===== config.mk =====
export PLATFORM = sky130hd
export DESIGN_NAME = x_500_mod_2011_loader_flat
export DESIGN_NICKNAME = d
export VERILOG_FILES = /design/src/rtl/x_500_mod_2011_loader_if.sv /design/src/rtl/x_500_mod_2011_loader.sv /design/src/flat_wrapper.sv
export SDC_FILE = /design/constraint.sdc
export NUM_CORES = 1
export LEC_CHECK = 0
export CAP_MARGIN = 20
export CORE_ASPECT_RATIO = 0.7
export CORE_MARGIN = 4
export CORE_UTILIZATION = 49
export CTS_CLUSTER_DIAMETER = 120
export DETAILED_ROUTE_END_ITERATION = 7
export PLACE_DENSITY = 0.84
export SLEW_MARGIN = 20
export SYNTH_ARGS = -nofsm -noshare
export SYNTH_HDL_FRONTEND = slang
export SYNTH_SLANG_ARGS = --single-unit

===== constraint.sdc =====
create_clock -name clk -period 33.8 [get_ports clk]
set_input_delay 6.76 -clock clk [delete_from_list [all_inputs] [get_ports clk]]
set_output_delay 6.76 -clock clk [all_outputs]
set_load 0.005 [all_outputs]

===== src/rtl/x_500_mod_2011_loader_if.sv =====
// Handshake and operand/residue bundle between a word producer, the loader and its consumer.
// The trunc_err signal exists only when X500_MOD_2011_TRUNC_CHECK_EN is defined.
interface x_500_mod_2011_loader_if #(
  parameter int unsigned WORD_W = 32
);
  logic [WORD_W-1:0] in_data;
  logic              in_valid;
  logic              in_last;
  logic              in_ready;
  logic [499:0]      x_out;
  logic [10:0]       r_in;
  logic [10:0]       r_out;
  logic              out_valid;
  logic              out_ready;
  logic              busy;
`ifdef X500_MOD_2011_TRUNC_CHECK_EN
  logic              trunc_err;

  modport slave (
    input  in_data, in_valid, in_last, r_in, out_ready,
    output in_ready, x_out, r_out, out_valid, busy, trunc_err
  );
  modport master (
    output in_data, in_valid, in_last, r_in, out_ready,
    input  in_ready, x_out, r_out, out_valid, busy, trunc_err
  );
`else
  modport slave (
    input  in_data, in_valid, in_last, r_in, out_ready,
    output in_ready, x_out, r_out, out_valid, busy
  );
  modport master (
    output in_data, in_valid, in_last, r_in, out_ready,
    input  in_ready, x_out, r_out, out_valid, busy
  );
`endif
endinterface


===== src/rtl/x_500_mod_2011_loader.sv =====
// Assembles a 500-bit operand for the combinational mod-2011 reducer, waits out the multicycle
// settle window, then captures the residue. Optional X500_MOD_2011_TRUNC_CHECK_EN adds trunc_err.
module x_500_mod_2011_loader #(
  parameter int unsigned WORD_W        = 32,
  parameter int unsigned SETTLE_CYCLES = 2
) (
  input logic                     clk,
  input logic                     rst,
  x_500_mod_2011_loader_if.slave  bus
);

  localparam int unsigned NWords = (500 + WORD_W - 1) / WORD_W;
  localparam int unsigned CntW   = $clog2(NWords);
  // Bits of the final word that still land inside the 500-bit operand
  localparam int unsigned LoBits = 500 - (NWords - 1) * WORD_W;

  typedef enum logic [1:0] {StLoad, StSettle, StOut} state_e;

  state_e          state_q, state_d;
  logic [CntW-1:0] cnt_q, cnt_d;
  logic [3:0]      settle_q, settle_d;
  logic [499:0]    x_q, x_d;
  logic [10:0]     r_q, r_d;
  logic            accept;
  logic            last_beat;

  assign accept    = bus.in_valid && (state_q == StLoad);
  assign last_beat = (cnt_q == CntW'(NWords - 1));

  always_comb begin
    state_d  = state_q;
    cnt_d    = cnt_q;
    settle_d = settle_q;
    x_d      = x_q;
    r_d      = r_q;
    unique case (state_q)
      StLoad: begin
        if (accept) begin
          for (int unsigned w = 0; w < NWords - 1; w++) begin
            if (cnt_q == CntW'(w)) x_d[w*WORD_W +: WORD_W] = bus.in_data;
          end
          if (last_beat) x_d[499 -: LoBits] = bus.in_data[LoBits-1:0];
          cnt_d = cnt_q + 1'b1;
          if (bus.in_last || last_beat) begin
            state_d  = StSettle;
            settle_d = 4'(SETTLE_CYCLES);
          end
        end
      end
      StSettle: begin
        // Count reaches zero SETTLE_CYCLES edges after entry; sample on the edge after that
        if (settle_q == 4'd0) begin
          r_d     = bus.r_in;
          state_d = StOut;
        end else begin
          settle_d = settle_q - 4'd1;
        end
      end
      StOut: begin
        if (bus.out_ready) begin
          state_d = StLoad;
          cnt_d   = '0;
          x_d     = '0;
        end
      end
      default: state_d = StLoad;
    endcase
  end

  always_ff @(posedge clk or posedge rst) begin
    if (rst) begin
      state_q  <= StLoad;
      cnt_q    <= '0;
      settle_q <= '0;
      x_q      <= '0;
      r_q      <= '0;
    end else begin
      state_q  <= state_d;
      cnt_q    <= cnt_d;
      settle_q <= settle_d;
      x_q      <= x_d;
      r_q      <= r_d;
    end
  end

  assign bus.in_ready  = (state_q == StLoad);
  assign bus.out_valid = (state_q == StOut);
  assign bus.busy      = (state_q != StLoad);
  assign bus.x_out     = x_q;
  assign bus.r_out     = r_q;

`ifdef X500_MOD_2011_TRUNC_CHECK_EN
  logic trunc_q, trunc_d;

  always_comb begin
    trunc_d = trunc_q;
    if (accept && last_beat) begin
      trunc_d = |bus.in_data[WORD_W-1:LoBits];
    end else if ((state_q == StOut) && bus.out_ready) begin
      trunc_d = 1'b0;
    end
  end

  always_ff @(posedge clk or posedge rst) begin
    if (rst) trunc_q <= 1'b0;
    else     trunc_q <= trunc_d;
  end

  assign bus.trunc_err = trunc_q;
`endif

endmodule


===== src/flat_wrapper.sv =====
// flat-port wrapper written by rule: the top's interface ports become plain ports
module x_500_mod_2011_loader_flat 
#(
  parameter int unsigned WORD_W        = 32,
  parameter int unsigned SETTLE_CYCLES = 2
)
  (clk, rst, bus_in_data, bus_in_valid, bus_in_last, bus_r_in, bus_out_ready, bus_in_ready, bus_x_out, bus_r_out, bus_out_valid, bus_busy);
  x_500_mod_2011_loader_if #(.WORD_W(WORD_W)) bus_i ();
  input logic clk;
  input logic rst;
  input wire logic [$bits(bus_i.in_data)-1:0] bus_in_data;
  input wire logic [$bits(bus_i.in_valid)-1:0] bus_in_valid;
  input wire logic [$bits(bus_i.in_last)-1:0] bus_in_last;
  input wire logic [$bits(bus_i.r_in)-1:0] bus_r_in;
  input wire logic [$bits(bus_i.out_ready)-1:0] bus_out_ready;
  output wire logic [$bits(bus_i.in_ready)-1:0] bus_in_ready;
  output wire logic [$bits(bus_i.x_out)-1:0] bus_x_out;
  output wire logic [$bits(bus_i.r_out)-1:0] bus_r_out;
  output wire logic [$bits(bus_i.out_valid)-1:0] bus_out_valid;
  output wire logic [$bits(bus_i.busy)-1:0] bus_busy;
  assign bus_i.in_data = bus_in_data;
  assign bus_i.in_valid = bus_in_valid;
  assign bus_i.in_last = bus_in_last;
  assign bus_i.r_in = bus_r_in;
  assign bus_i.out_ready = bus_out_ready;
  assign bus_in_ready = bus_i.in_ready;
  assign bus_x_out = bus_i.x_out;
  assign bus_r_out = bus_i.r_out;
  assign bus_out_valid = bus_i.out_valid;
  assign bus_busy = bus_i.busy;
  x_500_mod_2011_loader #(.WORD_W(WORD_W), .SETTLE_CYCLES(SETTLE_CYCLES)) u_core (.clk(clk), .rst(rst), .bus(bus_i));
endmodule

==> results of run 1 <==
registers in the layout, indices dropped and copies added (netlist names):
name              flops
u_core.bus.r_out     11
u_core.bus.x_out    500
u_core.settle_q       4
u_core.cnt_q          4
u_core.state_q        2
kinds of logic (layout without fill, tap and decap cells):
| kind of cell | count (synthesis) | after routing |
|---|---|---|
| AO/OA/AOI/OAI | 17 | 17 |
| adder cells (fa/ha/maj) | 6 | 6 |
| buffers and inverters | 177 | 693 |
| flip-flops | 521 | 521 |
| multiplexers | 515 | 515 |
| other | 0 | 1 |
| AND/OR/NAND/NOR | 557 | 557 |
per-layer routing:
metal	part of all wire	vias up
li1	-	6882
met1	0.39	8143
met2	0.49	638
met3	0.080	145
met4	0.037	0
met5	0	-
path summary, 6_finish.rpt:
path | start | end | slack [ps] | cells past startpoint
worst max-delay path | u_core.state_q[1] | bus_in_ready | 24670 | 2
worst min-delay path | u_core.bus.r_out[0] | u_core.bus.r_out[0] | 520 | 1
worst max register to register | u_core.state_q[1] | u_core.bus.x_out[335] | 30890 | 5
worst min register to register | u_core.bus.r_out[0] | u_core.bus.r_out[0] | 520 | 1
max in group asynchronous | rst | u_core.bus.x_out[348] | 24680 | 4
min in group asynchronous | rst | u_core.bus.r_out[3] | 6730 | 2
cell usage after synthesis, drive strengths merged:
| cell type | n | area, um^2 |
|---|---|---|
| and2 | 1 | 6.26 |
| nor3 | 2 | 10.0 |
| a311o | 1 | 10.0 |
| nand3 | 4 | 20.0 |
| mux2 | 12 | 139 |
| mux2i | 503 | 5030 |
| ha | 6 | 75.1 |
| or3b | 1 | 8.76 |
| nor2 | 3 | 13.8 |
| nand4 | 15 | 267 |
| nand2b | 5 | 31.3 |
| nand3b | 2 | 15.0 |
| and4bb | 1 | 12.5 |
| or3 | 2 | 12.5 |
| dfrtp | 521 | 13000 |
| nor2b | 4 | 25.0 |
| o21ai | 6 | 30.0 |
| inv | 29 | 109 |
| nand2 | 515 | 1930 |
| clkbuf | 67 | 251 |
| o211ai | 1 | 7.51 |
| a21boi | 1 | 7.51 |
| and3 | 1 | 6.26 |
| a31o | 1 | 8.76 |
| o311ai | 2 | 17.5 |
| nor4 | 1 | 6.26 |
| o21a | 1 | 7.51 |
| o21bai | 1 | 7.51 |
| a211oi | 2 | 15.0 |
| buf | 81 | 632 |
| a31oi | 1 | 6.26 |
area by class of cell:
| type | count | area [um^2] |
|---|---|---|
| tap | 594 | 743 |
| clock buffer | 66 | 1430 |
| timing repair buffer | 573 | 5750 |
| multi-input combinational | 1095 | 7800 |
| clock inverter | 25 | 256 |
| sequential | 521 | 13000 |
| fill | 3150 | 14700 |
| antenna | 1 | 2.50 |
| inverter | 29 | 116 |
cell usage in the layout (no fill, tap or decap), types with 6 or more instances in the layout:
cell	instances
dfrtp_1	521
o21ai_0	6
nand2_1	515
mux2i_1	503
clkbuf_16	50
mux2_2	11
inv_1	28
ha_1	6
clkbuf_8	12
clkdlybuf4s50_1	561
clkinv_2	15
nand4_4	15
buf_4	6
power breakdown:
part | internal (mW) | switching (mW)
registers | 0.864 | 0.152
clock network | 0.330 | 0.244
logic | 0.554 | 0.435
per-stage QoR:
stage               hold WS [ps]  area [um^2]   util
finish                       517        29100  0.665
global route                 539        29100  0.665
CTS                          519        29100  0.665
detailed placement           495        27400  0.626
global placement             490        27400  0.626
floorplan                    505        21800      -
worst reg2reg max path, stage by stage, from the launching register on:
cell	delay [ps]
dfrtp_1	570
nand3b_1	270
buf_6	580
buf_6	910
nand2_1	230
mux2i_1	240
==> flow_metrics.tcl, run 1 <==
set metrics [dict create \
    synthMuxAreaShare 0.238 \
    syn2layout_area_growth_pct 33.9 \
    initial_core_util 0.497 \
    finClkSkew_ps 20.2 \
    critPathKind "reg -> out" \
    required_ps 27040 \
    fin_setup_tns_ps 0 \
    finalWorstSetupSlack_ps 24670 \
    clock-sinks 521 \
    hold_viol 0 \
    synth-warning-count 0 \
    synth_fa_ha_area_frac 0.00345 \
    synth_xor_area_frac 0 \
    row_count 64 \
    grt_pass1_wl_mm 103 \
    die_area_um2 47900 \
    fmaxAchievable_mhz 109 \
    drt_wl_total_mm 67.7 \
    maxSlewHeadroom 0.214 \
    vias_per_cell 5.44 \
    arrival_ps 2370 \
    wl_per_cell_um 23.3 \
    fin_crit_sh 0.270 \
    syn-cell-area_um2 21800 \
    met2_usage 0.469 \
    end_kind "output port" \
    ys_ff_latch 521 \
    htree_levels 2 \
    use_met1 0.347 \
    p_total_mw 2.58 \
    clk_transition_reported_paths_ps 60 \
    layout.nets 2324 \
    worstMarginPinSlew_ps 1180 \
    root_buffer "clkbuf_16" \
    drt_iter0_drc 1254 \
    crit_buf_inv 1 \
    top_usage_layer "met2" \
    cp_cell_sequence "nor2_1 -> clkdlybuf4s50_1" \
    fp.coreArea_um2 43800 \
    grt_max_degree 260 \
    cts_tree "done" \
    power.density_nw_per_um2 88.5 \
    syn_area_per_cell_um2 12.1 \
    ant_nets 0 \
    hold_class "reg -> reg" \
    place.port_buffers 561 \
    post_cts_buffers 0 \
    holdBufCountCts 0 \
    grtUsageMet3 0.0732 \
    gp_congestion 0.861 \
    grt_overflow 0 \
    drc 0 \
    rsz0062_at_grt "false" \
    synth_cells 1793 \
    p_leak_nw 16.2 \
    ir_drop_mv 0.0568 \
    place_ws_ps 23920 \
    cts_made_buffers 50 \
    slowest_stage "clkdlybuf4s50_1" \
    startpoint_type "flop" \
    synthSimpleGateAreaFrac 0.109 \
    ys_types 38 \
    layout_min_cycle_time_ps 9130 \
    outcome "complete, no violations" \
    die_x_um 260 \
    clk_latency_ps 570 \
    vias 15808 \
    pin_count 562 \
    cts_buffer_depth 3 \
    synth_compound_area_frac 0.00540 \
    cpPeakStageDelay_ps 630 \
    grtUsageTotal 0.276 \
    stdcell_count 2904 \
    setup_viol 0 \
    place_inst 2811 \
    cp_top_family "buffers and inverters" \
    drtPass1Iterations 5 \
    grt_pass1_vias 16848 \
    die_h_um 184 \
    cap_violations 0 \
    synth_fp_nets 1847 \
    drive_above_1_share 0.0576 \
    cts_resized 0 \
    antenna_found_initial 1 \
    crit_path_max_fanout 16 \
    hpwl_mm 44.4 \
    synth_top_family_by_area "multiplexers" \
    yosysSeqAreaShare 0.599 \
    slew_violations 0 \
]
(Power assumes the default switching activity.)
==> run 2, diff against run 1 <==
--- a/config.mk
+++ b/config.mk
@@ -8,10 +8,10 @@
 export CAP_MARGIN = 20
 export CORE_ASPECT_RATIO = 0.7
 export CORE_MARGIN = 4
-export CORE_UTILIZATION = 49
+export CORE_UTILIZATION = 44
 export CTS_CLUSTER_DIAMETER = 120
 export DETAILED_ROUTE_END_ITERATION = 7
-export PLACE_DENSITY = 0.84
+export PLACE_DENSITY = 0.8
 export SLEW_MARGIN = 20
 export SYNTH_ARGS = -nofsm -noshare
 export SYNTH_HDL_FRONTEND = slang
==> constraint.sdc (replaced) <==
create_clock -name clk -period 7.5 [get_ports clk]
set_input_delay 1.5 -clock clk [delete_from_list [all_inputs] [get_ports clk]]
set_output_delay 1.5 -clock clk [all_outputs]
set_load 0.005 [all_outputs]
==> run 2 against run 1 <==
  * Power rose to 4.5 times the previous value
  * Clock skew is 4.5 ps lower
  * Die area up 11%
  * Critical path type unchanged
  * Largest cell class unchanged
  * Highest routed layer is now met5
==> flow_metrics.tcl, run 2 (synthesis gave the netlist of run 1 again) <==
set metrics [dict create \
    grt_pass1_wl_mm 105 \
    hold_ws_ps 503 \
    layout.nets 2325 \
    finalWorstSetupSlack_ps 3620 \
    cp_cell_sequence "nor2_1 -> clkdlybuf4s50_1" \
    arrival_ps 2380 \
    cts_tree "done" \
    drive_above_1_share 0.0558 \
    place_ws_ps 3480 \
    slew_violations 0 \
    grt_overflow 0 \
    setup_viol 0 \
    post_cts_buffers 0 \
    ant_nets 0 \
    maxSlewHeadroom 0.220 \
    design_area_um2 29300 \
    clk_latency_ps 570 \
    clk_transition_reported_paths_ps 60 \
    die_x_um 274 \
    p_total_mw 11.7 \
    grtUsageMet3 0.0670 \
    power.density_nw_per_um2 399 \
    use_met1 0.321 \
    most-common-layout-cells "561 x clkdlybuf4s50_1, 521 x dfrtp_1, 515 x nand2_1, 503 x mux2i_1, 51 x clkbuf_16" \
    hold_class "reg -> reg" \
    cts_buffer_depth 3 \
    cts_made_buffers 49 \
    worstMarginPinSlew_ps 1170 \
    drt_wl_total_mm 69.2 \
    end_kind "output port" \
    final_common_cell "clkdlybuf4s50_1" \
    cap_violations 0 \
    largest_reg_flops 500 \
    die_area_um2 53100 \
    grt_max_degree 255 \
    fp.coreArea_um2 48400 \
    fin_crit_sh 0.517 \
    syn2layout_area_growth_pct 34.5 \
    drt_iter0_drc 1155 \
    dpl_cell_area_um2 27500 \
    critPathKind "reg -> out" \
    drtPass1Iterations 5 \
    place.port_buffers 561 \
    met2_usage 0.428 \
    holdBufCountCts 0 \
    pin_count 562 \
    p_leak_nw 16.2 \
    r2r_cells 3 \
    hpwl_mm 45.6 \
    hold_depth 1 \
    ir_drop_mv 0.225 \
    root_buffer "clkbuf_16" \
    initial_core_util 0.450 \
    top_usage_layer "met2" \
    startpoint_type "flop" \
    grt_pass1_vias 16771 \
    fmaxAchievable_mhz 258 \
    fillers 3727 \
    crit_path_max_fanout 16 \
    grtUsageTotal 0.254 \
    vias_per_cell 5.29 \
    outcome "complete, no violations" \
    row_count 67 \
    drc 0 \
    layout_min_cycle_time_ps 3880 \
    slowest_stage "clkdlybuf4s50_1" \
    cts_resized 0 \
    required_ps 6000 \
    cpPeakStageDelay_ps 640 \
    finClkSkew_ps 15.7 \
    clock-sinks 521 \
    final_core_util 0.605 \
    htree_levels 2 \
    rsz0062_at_grt "false" \
    antenna_found_initial 2 \
    gp_congestion 0.814 \
    wl_per_cell_um 23.3 \
    hold_viol 0 \
    die_h_um 194 \
    vias 15692 \
]
run 2: stage by stage:
step,cells,TNS [ps]
6_report,2967,0
5_1_grt,2967,0
4_1_cts,2965,0
3_5_place_dp,2874,0
3_3_place_gp,2874,0
2_1_floorplan,1793,-561750
run 2: power by group:
group          internal [mW]  switching [mW]  total, mW
clock                   1.55            1.09       2.63
sequential              3.89           0.677       4.57
combinational           2.50            1.98       4.48
total                   7.94            3.75       11.7
run 2: worst max-delay path: cells and delay by family, from the launching register on:
| kind | cells | cell delay, ps |
|---|---|---|
| buf+inv | 1 | 640 |
| flops | 1 | 580 |
| simple gates | 1 | 600 |
run 2: routing by layer:
layer | share of wire | wire length (um)
met2 | 0.48 | 33500
met1 | 0.40 | 27800
met5 | 0.00017 | 12
met3 | 0.080 | 5520
met4 | 0.033 | 2260
run 2: final timing paths:
check / from / to / slack, ps
min in group asynchronous: rst / u_core.bus.x_out[377] / 1350
setup / recovery: u_core.state_q[1] / bus_in_ready / 3620
hold / removal: u_core.bus.r_out[4] / u_core.bus.r_out[4] / 500
max in group asynchronous: rst / u_core.bus.x_out[246] / 4540
setup reg to reg: u_core.state_q[1] / u_core.bus.x_out[121] / 4810
hold reg to reg: u_core.bus.r_out[4] / u_core.bus.r_out[4] / 500
run 2: area by class of cell:
type | count | area, um^2 | share of cell area
Antenna cell | 1 | 2.50 | 0.0000855
Clock buffer | 77 | 1530 | 0.0524
Clock inverter | 14 | 184 | 0.00628
Inverter | 29 | 113 | 0.00385
Multi-Input combinational cell | 1095 | 7800 | 0.266
Sequential cell | 521 | 13000 | 0.445
Tap cell | 655 | 820 | 0.0280
Timing Repair Buffer | 575 | 5790 | 0.198
